`config.mk`:
```
export PLATFORM = sky130hd
export DESIGN_NAME = outbox_fifo
export DESIGN_NICKNAME = d
export VERILOG_FILES = /design/src/rtl/outbox_fifo.sv
export SDC_FILE = /design/constraint.sdc
export NUM_CORES = 1
export LEC_CHECK = 0
export CAP_MARGIN = 0
export CORE_MARGIN = 3
export CORE_UTILIZATION = 57
export CTS_CLUSTER_SIZE = 16
export DETAILED_ROUTE_END_ITERATION = 12
export GPL_ROUTABILITY_DRIVEN = 0
export PLACE_DENSITY = 0.78
export SLEW_MARGIN = 5
export SYNTH_ARGS = -nofsm -noshare
export SYNTH_HDL_FRONTEND = slang
export SYNTH_SLANG_ARGS = --single-unit
```
`constraint.sdc`:
```
create_clock -name clk -period 3.22 [get_ports clk]
set_clock_uncertainty 0.05 [all_clocks]
set_input_delay 0.644 -clock clk [delete_from_list [all_inputs] [get_ports clk]]
set_output_delay 0.644 -clock clk [all_outputs]
set_load 0.005 [all_outputs]
```
`src/rtl/outbox_fifo.sv`:
```
// OUTBOX responder: buffers CPU words written on wO and presents them on a
// first-word-fall-through valid/ready port, with full backpressure and a sticky drop flag.
module outbox_fifo #(
  parameter int DEPTH = 8,
  localparam int AW = $clog2(DEPTH)
) (
  input  logic          clk,
  input  logic          i_rst_n,
  input  logic          clr,
  input  logic          wO,
  input  logic [7:0]    din,
  output logic          outFull,
  output logic [7:0]    o_data,
  output logic          o_valid,
  input  logic          i_ready,
  output logic [AW:0]   count,
  output logic          ovf
);

  localparam logic [AW:0]   DepthCount = (AW+1)'(DEPTH);
  localparam logic [AW:0]   CountOne   = {{AW{1'b0}}, 1'b1};
  localparam logic [AW-1:0] PtrOne     = {{(AW-1){1'b0}}, 1'b1};

  logic [7:0]    mem_r [DEPTH];
  logic [AW-1:0] wrPtr_r;
  logic [AW-1:0] rdPtr_r;
  logic [AW:0]   count_r;
  logic [AW:0]   countNext_s;
  logic          full_r;
  logic          valid_r;
  logic          ovf_r;
  logic          push_s;
  logic          pop_s;

  // A full FIFO still accepts a write when the head leaves in the same cycle.
  assign pop_s  = valid_r && i_ready;
  assign push_s = wO && (!full_r || pop_s);

  // Next occupancy from the push/pop pair; drives count and the decoded flags.
  always_comb begin
    countNext_s = count_r;
    case ({push_s, pop_s})
      2'b10:   countNext_s = count_r + CountOne;
      2'b01:   countNext_s = count_r - CountOne;
      default: countNext_s = count_r;
    endcase
  end

  // Pointers, occupancy, sticky overflow and the registered full/valid flags.
  always_ff @(posedge clk or negedge i_rst_n) begin
    if (!i_rst_n) begin
      wrPtr_r <= {AW{1'b0}};
      rdPtr_r <= {AW{1'b0}};
      count_r <= {(AW+1){1'b0}};
      full_r  <= 1'b0;
      valid_r <= 1'b0;
      ovf_r   <= 1'b0;
    end else if (clr) begin
      wrPtr_r <= {AW{1'b0}};
      rdPtr_r <= {AW{1'b0}};
      count_r <= {(AW+1){1'b0}};
      full_r  <= 1'b0;
      valid_r <= 1'b0;
      ovf_r   <= 1'b0;
    end else begin
      if (push_s) begin
        wrPtr_r <= wrPtr_r + PtrOne;
      end else begin
        wrPtr_r <= wrPtr_r;
      end
      if (pop_s) begin
        rdPtr_r <= rdPtr_r + PtrOne;
      end else begin
        rdPtr_r <= rdPtr_r;
      end
      if (wO && !push_s) begin
        ovf_r <= 1'b1;
      end else begin
        ovf_r <= ovf_r;
      end
      count_r <= countNext_s;
      full_r  <= (countNext_s == DepthCount);
      valid_r <= (countNext_s != {(AW+1){1'b0}});
    end
  end

  // Storage array is deliberately left without reset; a flush discards the write.
  always_ff @(posedge clk) begin
    if (push_s && !clr) begin
      mem_r[wrPtr_r] <= din;
    end else begin
      mem_r[wrPtr_r] <= mem_r[wrPtr_r];
    end
  end

  assign o_data  = mem_r[rdPtr_r];
  assign o_valid = valid_r;
  assign outFull = full_r;
  assign count   = count_r;
  assign ovf     = ovf_r;

endmodule

```
==> run metrics <==
Max stage delay cell, worst path=mux4_1; Final Worst Setup Slack=about 0.29 ns; Synth Area in Adders=1.92%; register area=0.00225 sq mm; post-cts sizing count=0; Crit. End Element=output port; TritonCTS buffer count=9; Max Cap Viol=0; Yosys reg bits=77; # DRC=0; Vias=1,717; cell area after layout=0.00388 sq mm; Root Buffer=clkbuf_8; H-tree level count=3; Post-DP Area=0.00366 sq mm; most common cell after layout, fill and taps aside=edfxtp_1; DRT iter0 DRCs=105; Final Max Slew Viols=0; largest net degree at the start of global routing=15; crit path DAT=approximately 2.2 ns; compound-cell area share of the yosys netlist=3.33%; Core Box Area=0.00534 sq mm; Setup Slack @ Placement=-0.00932 ns; WL/cell=20.6 microns; syn avg cell area=18.4 sq um; initial antenna violation count=0; Post-CTS Setup Bufs=0; I/O pin total=28; Syn. warnings=0; vias in the first global route=1,789; slowest cell delay on critical path=0.58 ns; area leader, netlist=edfxtp_1; clock period minus worst slack=2.93 ns; layout cells sized above 1=20.0%; Initial Util=61.2%; hpwl dp=4.04 mm; first-pass GRT wire length=9.40 mm; Synth Area in Simple Gates=6.02%; cells traversed along the worst timing path=buf_4, mux4_1, mux2_2, clkdlybuf4s50_1; Non-Filler Instances=295; Tot GR Track Use=20.6%; max-slew headroom at the worst pin=58.2%; clk buf depth=2; Synth area leaders=edfxtp_1 (59%), mux4_1 (11%), dfrtp_1 (10%), mux2_2 (2.8%), nor2_1 (2.2%); Clock transition at path regs=0.08 ns; n_diodes=0; area of the multi-input gates=~950 sq um; most frequent cells in the layout=edfxtp_1 (64), clkdlybuf4s50_1 (27), nor2_1 (19); Power Density=615 mW/mm^2; Yosys top cell area share=58.9%; Min-Delay Path Class=reg2reg; sum of buffers and inverters on the critical path=2; Post-Syn Nets=just under 200; Pleak=between 1 and 1.5 nW; largest family of logic cells by synthesized area=multiplexers; Via density=5.82; DIE HEIGHT=between 80 and 90 microns; critical setup path kind=reg2out; WL final=about 6 mm; synthesized instance count=177; final net count=238; die area=0.00667 sq mm; mux contribution to synthesized area=16.0%; fin crit share=91.1%; worst slew pin tran=about 0.62 ns; Worst VDD drop=0.000469 V; CTS Hold Bufs=0; Max Fanout on Critical Path=9; Seq/Total Area, Yosys=68.8%; CTS tree=done; clk sink count=77; Distinct cells, synth=35; drt first pass iters=4; Critical Path RT=2.53 ns; row count=26; Clock Latency Late Sink=0.34 ns; fillers=approximately 340; number of port buffers=27; Worst path top cell family by delay=multiplexers; Chip Width=81.7 microns; Inst Count DP=279; post-synthesis xor/xnor area fraction=1.88%; Synth-to-Final Area Change=19.0%; status=completed; Critical Path Start Type=flip-flop; TNS Setup=0 ns; GRT overflow=0; FMAX=0.341 GHz; post-route ant nets=0; final hold violation count=0; Mapped Area=between 0.003 and 0.004 sq mm; Setup-failing EPs final=0; unrepaired setup endpoints after global routing=no; Core Util, Final=72.8%
==> through the flow <==
stage | power [mW] | hold slack, ns
floorplan | 1.45 | 0.298
global placement | 1.58 | 0.434
detailed placement | 1.61 | 0.451
CTS | 2.40 | 0.469
global route | 2.49 | 0.515
finish | 2.39 | 0.465
==> final cells by class <==
type,instances,share of cell area (%)
flip-flops and latches,77,57.9
repair buffers,40,9.47
well taps,70,2.26
clock inverters,7,2.51
inverters,2,0.193
clock buffers,9,3.19
multi-input cells,90,24.5
==> per-layer routing <==
metal,wire length [microns],up-vias,GRT usage (%)
met4,85,0,8.80
met3,235,7,4.61
met5,0,-,0
met2,3200,37,35.0
li1,-,794,-
met1,2550,879,25.7
==> cells by family after synthesis <==
| logic type | count (synthesis) |
|---|---|
| AO/OA/AOI/OAI | 13 |
| XOR/XNOR | 7 |
| adder cells (fa/ha/maj) | 5 |
| buffers and inverters | 10 |
| flip-flops | 77 |
| multiplexers | 26 |
| AND/OR/NAND/NOR | 39 |
==> sequential cells by signal, summed over array words and instances, names as in the netlist <==
name / count
count: 4
mem_r: 64
o_valid: 1
outFull: 1
ovf: 1
rdPtr_r: 3
wrPtr_r: 3
==> power by group <==
part	switching (mW)	total [mW]	internal (mW)
Clock	0.357	0.798	0.440
Combinational	0.187	0.429	0.242
Sequential	0.0447	1.16	1.12
==> worst min-delay path, stage by stage, from the launching register on <==
cell and delay, ns:
dfrtp_1 0.35, a31oi_1 0.05, nor2_1 0.08
==> cells in the mapped netlist <==
cell        n
a21oi_2     1
nor2b_1     1
a22o_1      1
a31oi_1     2
xor2_1      6
buf_2       1
or3_1       1
xnor2_1     1
o211ai_2    1
mux4_1     14
mux4_2      2
nor2_1     19
a211oi_1    1
edfxtp_1   64
nor4bb_2    1
nand3_1     3
nand4b_1    1
inv_1       2
a2bb2oi_2   1
dfrtp_1    13
nand2_1     6
or4b_4      1
clkbuf_1    3
o41ai_1     1
a21oi_1     3
and2_1      1
ha_1        5
nor3_1      2
a21bo_2     2
nand2b_1    2
buf_6       3
buf_4       1
nand3b_1    1
mux2_2      8
mux2i_1     2
==> path summary, 6_finish.rpt <==
kind / end / cells after the start / from / slack (ns)
max in group asynchronous: count[3]$_DFF_PN0_ / 1 / i_rst_n / 2.08
min reg2reg: ovf$_DFFE_PN0P_ / 2 / ovf$_DFFE_PN0P_ / 0.47
min: ovf$_DFFE_PN0P_ / 2 / ovf$_DFFE_PN0P_ / 0.47
max: o_data[2] / 4 / rdPtr_r[0]$_DFFE_PN0P_ / 0.29
max reg2reg: outFull$_DFF_PN0_ / 9 / outFull$_DFF_PN0_ / 0.64
min in group asynchronous: wrPtr_r[1]$_DFFE_PN0P_ / 1 / i_rst_n / 0.63
Note: power is estimated with default switching activity, not from simulation.
